## config.mk

```make
export PLATFORM = sky130hd
export DESIGN_NAME = scan_cmd_sequencer
export DESIGN_NICKNAME = d
export VERILOG_FILES = /design/src/rtl/scan_cmd_sequencer.sv
export SDC_FILE = /design/constraint.sdc
export NUM_CORES = 1
export LEC_CHECK = 0
export ABC_AREA = 1
export CORE_MARGIN = 5
export CORE_UTILIZATION = 45
export CTS_BUF_LIST = sky130_fd_sc_hd__clkbuf_4 sky130_fd_sc_hd__clkbuf_8
export CTS_CLUSTER_SIZE = 24
export DETAILED_ROUTE_END_ITERATION = 7
export GPL_TIMING_DRIVEN = 0
export MAX_ROUTING_LAYER = met4
export PLACE_DENSITY_LB_ADDON = 0.25
export SYNTH_ARGS = -nofsm -noshare
export SYNTH_HDL_FRONTEND = slang
export SYNTH_SLANG_ARGS = --single-unit
```

## constraint.sdc

```tcl
create_clock -name clk -period 3.38 [get_ports clk]
set_clock_uncertainty 0.05 [all_clocks]
set_input_delay 0.507 -clock clk [delete_from_list [all_inputs] [get_ports clk]]
set_output_delay 0.507 -clock clk [all_outputs]
set_load 0.02 [all_outputs]
```

## src/rtl/scan_cmd_sequencer.sv

```systemverilog
// rtl/scan_cmd_sequencer.sv - byte command front end for the scan chain controller
// Parses SELECT/WRITE/READ/CLOCK commands and paces them on controller ready pulses.
module scan_cmd_sequencer #(
    parameter int unsigned NUM_DESIGNS   = 4,
    parameter int unsigned SETTLE_ROUNDS = 2,
    parameter logic [7:0]  ACK_BYTE      = 8'hA5,
    parameter logic [7:0]  ERR_BYTE      = 8'hEE
) (
    input  logic       clk,
    input  logic       reset,
    input  logic [7:0] cmd_data,
    input  logic       cmd_valid,
    output logic       cmd_ready,
    output logic [7:0] rsp_data,
    output logic       rsp_valid,
    input  logic       rsp_ready,
    output logic [8:0] active_select,
    output logic [7:0] inputs,
    input  logic [7:0] ctrl_outputs,
    input  logic       ctrl_ready
);

    localparam int PW = (SETTLE_ROUNDS < 1) ? 1 : $clog2(SETTLE_ROUNDS + 1);
    localparam logic [PW-1:0] LAST_PULSE = PW'((SETTLE_ROUNDS < 1) ? 0 : SETTLE_ROUNDS - 1);

    localparam logic [7:0] OP_SELECT = 8'h01;
    localparam logic [7:0] OP_WRITE  = 8'h02;
    localparam logic [7:0] OP_READ   = 8'h03;
    localparam logic [7:0] OP_CLOCK  = 8'h04;

    typedef enum logic [2:0] {
        IDLE,
        ARG,
        WAIT,
        SAMPLE,
        CLK_HI,
        CLK_LO,
        RESP
    } state_t;

    state_t        state_q, state_d;
    logic [7:0]    opcode_q, opcode_d;
    logic          arg_cnt_q, arg_cnt_d;
    logic          hi_q, hi_d;
    logic [PW-1:0] pulse_cnt_q, pulse_cnt_d;
    logic [7:0]    rem_q, rem_d;
    logic [8:0]    sel_q, sel_d;
    logic [7:0]    inputs_q, inputs_d;
    logic [7:0]    rsp_data_q, rsp_data_d;
    logic          cmd_ready_c;
    logic          rsp_valid_c;
    logic [8:0]    sel_w;

    assign sel_w = {hi_q, cmd_data};

    always_ff @(posedge clk) begin
        if (reset) begin
            state_q     <= IDLE;
            opcode_q    <= 8'h00;
            arg_cnt_q   <= 1'b0;
            hi_q        <= 1'b0;
            pulse_cnt_q <= '0;
            rem_q       <= 8'h00;
            sel_q       <= 9'h000;
            inputs_q    <= 8'h00;
            rsp_data_q  <= 8'h00;
        end else begin
            state_q     <= state_d;
            opcode_q    <= opcode_d;
            arg_cnt_q   <= arg_cnt_d;
            hi_q        <= hi_d;
            pulse_cnt_q <= pulse_cnt_d;
            rem_q       <= rem_d;
            sel_q       <= sel_d;
            inputs_q    <= inputs_d;
            rsp_data_q  <= rsp_data_d;
        end
    end

    // Pulses are only looked at in WAIT/CLK states, so a pulse on the edge that
    // updates inputs (the controller saw the old value) is never counted.
    always_comb begin
        state_d     = state_q;
        opcode_d    = opcode_q;
        arg_cnt_d   = arg_cnt_q;
        hi_d        = hi_q;
        pulse_cnt_d = pulse_cnt_q;
        rem_d       = rem_q;
        sel_d       = sel_q;
        inputs_d    = inputs_q;
        rsp_data_d  = rsp_data_q;
        cmd_ready_c = 1'b0;
        rsp_valid_c = 1'b0;

        case (state_q)
            IDLE: begin
                cmd_ready_c = 1'b1;
                if (cmd_valid) begin
                    opcode_d  = cmd_data;
                    arg_cnt_d = 1'b0;
                    case (cmd_data)
                        OP_SELECT, OP_WRITE, OP_CLOCK: state_d = ARG;
                        OP_READ: begin
                            pulse_cnt_d = '0;
                            state_d     = WAIT;
                        end
                        default: begin
                            rsp_data_d = ERR_BYTE;
                            state_d    = RESP;
                        end
                    endcase
                end
            end
            ARG: begin
                cmd_ready_c = 1'b1;
                if (cmd_valid) begin
                    if (opcode_q == OP_SELECT && !arg_cnt_q) begin
                        hi_d      = cmd_data[0];
                        arg_cnt_d = 1'b1;
                    end else begin
                        rsp_data_d = ACK_BYTE;
                        state_d    = RESP;
                        case (opcode_q)
                            OP_SELECT: begin
                                if ({23'd0, sel_w} < NUM_DESIGNS) sel_d = sel_w;
                                else rsp_data_d = ERR_BYTE;
                            end
                            OP_WRITE: inputs_d = cmd_data;
                            OP_CLOCK: begin
                                if (cmd_data != 8'h00) begin
                                    rem_d       = cmd_data;
                                    inputs_d[0] = 1'b1;
                                    pulse_cnt_d = '0;
                                    state_d     = CLK_HI;
                                end
                            end
                            default: rsp_data_d = ERR_BYTE;
                        endcase
                    end
                end
            end
            WAIT: begin
                if (ctrl_ready) begin
                    pulse_cnt_d = pulse_cnt_q + 1'b1;
                    if (pulse_cnt_q == LAST_PULSE) state_d = SAMPLE;
                end
            end
            SAMPLE: begin
                rsp_data_d = ctrl_outputs;
                state_d    = RESP;
            end
            CLK_HI: begin
                if (ctrl_ready) begin
                    inputs_d[0] = 1'b0;
                    state_d     = CLK_LO;
                end
            end
            CLK_LO: begin
                if (ctrl_ready) begin
                    rem_d = rem_q - 8'd1;
                    if (rem_q == 8'd1) begin
                        rsp_data_d = ACK_BYTE;
                        state_d    = RESP;
                    end else begin
                        inputs_d[0] = 1'b1;
                        state_d     = CLK_HI;
                    end
                end
            end
            RESP: begin
                rsp_valid_c = 1'b1;
                if (rsp_ready) state_d = IDLE;
            end
            default: state_d = IDLE;
        endcase
    end

    assign cmd_ready     = cmd_ready_c & ~reset;
    assign rsp_valid     = rsp_valid_c & ~reset;
    assign rsp_data      = rsp_data_q;
    assign active_select = sel_q;
    assign inputs        = inputs_q;

endmodule

```

==> out/metrics.yaml, run 1 <==
logic_synthesis:
  syn_avg_cell_area_um2: 6.366
  yosys_warnings: 0
  synth.distinct_cells: 29
  synthArstFlopShare_pct: 0
  syn_inst: 410
  syn_area_um2: 2610
  syn_nets: 434
  synthTopCellsByCount: "nand2_1 (101), nor2_1 (63), dfxtp_1 (48), inv_1 (42), a21oi_1 (39)"
  synth_edf_count: 0
  synth.top_cell.area_share_pct: 36.82
  synth-compound-area-share_pct: 13.61
  synth.area.mux_share_pct: 0.3835
  yosysTopAreaCell: "dfxtp_1"
  synth-main-ff-cell: "dfxtp_1"
  synth_xor_area_share_pct: 0.3356
  synthAdderAreaFrac_pct: 1.438
  synth_top_family_by_area: "simple AND/OR/NAND/NOR gates"
  ys_seq_elements: 48
  ys_top_cells_by_area: "dfxtp_1 (37%), nand2_1 (15%), nor2_1 (9.1%)"
  synthMostInstantiatedCell: "nand2_1"
  ys_seq_area_share_pct: 36.82
  synthSimpleGateAreaFrac_pct: 37.82
power:
  power.switching_mw: 0.9775
  ir_drop_mv: 0.4109
  power_density_nw_per_um2: 680.0
  clkPwrFrac_pct: 17.1
  combPwrFrac_pct: 50.1
  swShare_pct: 44.00
  power_mw: 2.222
  p_seq_share_pct: 32.9
  p_int_mw: 1.244
  p_leak_nw: 1.428
clock_network:
  cts_made_buffers: 5
  cts_setup_buffers: 0
  cts.sinks: 48
  htreeDepth: 2
  ctsLongestPathBuffers: 2
  clk-insertion-delay-late_ns: 0.31
  cts_resized: 0
  cts_hold_buffers: 0
  path_clk_slew_ns: 0.09
  clock-root-buffer: "clkbuf_8"
  cts_tree: "built"
setup_path:
  cp.required_ns: 2.82
  end_kind: "output pin"
  timing.rr.end: "inputs[7]$_SDFFE_PP0P_"
  r2r_setup_slack_ns: 1.53
  r2r_start: "state_q[1]$_SDFFE_PP0P_"
  cp-start-kind: "primary input"
  worst-setup-path-type: "primary input to output pin"
  crit_arrival_ns: 2.29
  rr_worst_depth: 8
  cp_max_fo: 10
drt:
  wl_met3_um: 537
  drc_errors: 0
  drt-wirelength-per-cell_um: 13.30
  drt_first_pass_iters: 5
  wl_met1_mm: 3.138
  dr_total_vias: 2779
  drt_iter0_markers: 218
  viasPerCell: 5.175
  wl_met2_mm: 3.352
  postRouteAntennaNets: 0
  wl_mm: 7.143
  routed.top_layer: "met4"
sta:
  finalCritPeriodShare_pct: 84.36
  final.setup.tns_ns: 0
  fmaxAchievable_ghz: 0.3507
  hold_viol_final: 0
  slew_headroom_pct: 58.86
  period_needed_ns: 2.852
  tightestPinTransition_ns: 0.6171
  drv_slew: 0
  rsz0062_at_grt: "no"
  finalSetupViolCount: 0
finish:
  fill_cells: 566
  multiInputGateArea_um2: 1399
  syn2layout_area_growth_pct: 25.17
  final_util_pct: 58.61
  final_nets: 488
  seq_area_um2: 960.9
  layout-drive-gt1-share_pct: 7.527
  antenna_cells: 0
die:
  io_pins: 48
  core_um2: 5574
  die_w_um: 86.16
  fp.dieH_um: 86.16
  rows: 27
  start_util_pct: 46.82
  dieArea_um2: 7423
global_routing:
  grt_pass1_vias: 2591
  grt.overflow.total: 0
  grt_max_degree: 16
  grt_use_total_pct: 20.56
  grt_pass1_wl_mm: 11.84
  antenna_found_initial: 0
hold_path:
  holdPathStages: 2
  hold_start: "active_select[8]$_SDFFE_PP0P_"
  min_to: "active_select[8]$_SDFFE_PP0P_"
  min_path_type: "register to register"
place:
  dp.final_hpwl_mm: 5.334
  io_buffers: 47
  gp_congestion: 0.8934
flow_run:
  max_cap_violations: 0
outcome:
  status: "complete, no violations"
power by group through the flow:
stage                     Clock (mW)  Sequential, mW  Combinational [mW]
after floorplan                    0           0.775               0.771
after global routing           0.402           0.742                1.26
final                          0.379           0.730                1.11
after detailed placement           0           0.742                1.09
after global placement             0           0.739                1.08
after CTS                      0.385           0.730                1.10
critical path: stages:
cell and delay [ns]:
clkdlybuf4s50_1 0.60, clkbuf_1 0.52, a21oi_1 0.10, clkdlybuf4s50_1 0.57
layout make-up:
type,count,share of cell area [%]
repair buffers,47,14.40
inverters,47,5.400
clock buffers,6,2.528
clock inverters,2,0.4213
well taps,72,2.758
flip-flops and latches,48,29.41
plain buffers,13,2.260
multi-input cells,302,42.82
cells in the final DEF, fill, tap and decap left out, types with 2 or more instances in the layout:
master	count
nand2_1	101
nor2_1	63
dfxtp_1	48
clkdlybuf4s50_1	47
inv_1	42
a21oi_1	39
nand3_1	35
o21ai_0	28
nor2_2	7
nor3b_1	6
clkbuf_8	6
buf_2	5
nand4_1	5
inv_2	4
clkbuf_1	4
buf_4	3
or2_2	3
ha_1	3
nor2_4	2
worst max path at each step:
stage                            startpoint   endpoint  slack (ns)
detailed placement                    reset  cmd_ready        0.52
floorplan           state_q[2]$_SDFFE_PP0P_  rsp_valid        1.57
CTS                                   reset  cmd_ready        0.52
global route                          reset  cmd_ready        0.45
global placement                      reset  cmd_ready        0.50
finish                                reset  cmd_ready        0.53
routing by layer:
| metal | global-route usage (%) | vias to the layer above |
|---|---|---|
| met1 | 25.48 | 1244 |
| met3 | 4.419 | 15 |
| met2 | 33.22 | 98 |
| li1 | - | 1422 |
| met4 | 6.619 | 0 |
| met5 | - | - |
stage by stage:
step / instances / hold WS (ns) / cell area (um2) / setup slack (ns)
floorplan: 410 / 0.3899 / 2610 / 1.575
global placement: 529 / 0.3820 / 3171 / 0.5017
detailed placement: 529 / 0.3869 / 3171 / 0.5227
CTS: 537 / 0.4035 / 3267 / 0.5170
global route: 537 / 0.4316 / 3267 / 0.4518
finish: 537 / 0.4006 / 3267 / 0.5285
cells by family (layout without fill, tap and decap cells):
family                     Yosys count  after routing
and+or+nand+nor                    227            227
buffers and inverters               60            115
DFF                                 48             48
muxes                                1              1
AOI/OAI and AO/OA                   70             70
xor gates and xnor gates             1              1
adders and majority gates            3              3
flip-flops by register name, summed over array words and instances, names as in the netlist:
name and flops:
active_select 9, arg_cnt_q 1, hi_q 1, inputs 8, opcode_q 8, pulse_cnt_q 2, rem_q 8, rsp_data 8
state_q 3
No activity file was read; power rests on OpenSTA's default activity.
==> inputs of run 2 (changes only) <==
Clock period 3.38 ns to 2.9 ns, I/O delays scaled along.
==> results of run 2 <==
Same layout as run 1 (identical final DEF). Status: complete, no violations.
Among the figures that moved: setup slack after placement 0.5227 ns -> 0.1867 ns; setup slack after layout 0.5285 ns -> 0.1925 ns; register-to-register setup slack 1.53 ns -> 1.05 ns; total power 2.222 mW -> 2.589 mW; worst IR drop on VDD 0.4109 mV -> 0.4789 mV
==> inputs of run 3 (changes only) <==
Settings changed: CAP_MARGIN set to 10.
==> results of run 3 <==
Same layout as run 1 (identical final DEF). Status: complete, no violations.
Among the figures that moved: setup slack after placement 0.5227 ns -> 0.1867 ns; setup slack after layout 0.5285 ns -> 0.1925 ns; register-to-register setup slack 1.53 ns -> 1.05 ns; total power 2.222 mW -> 2.589 mW; worst IR drop on VDD 0.4109 mV -> 0.4789 mV
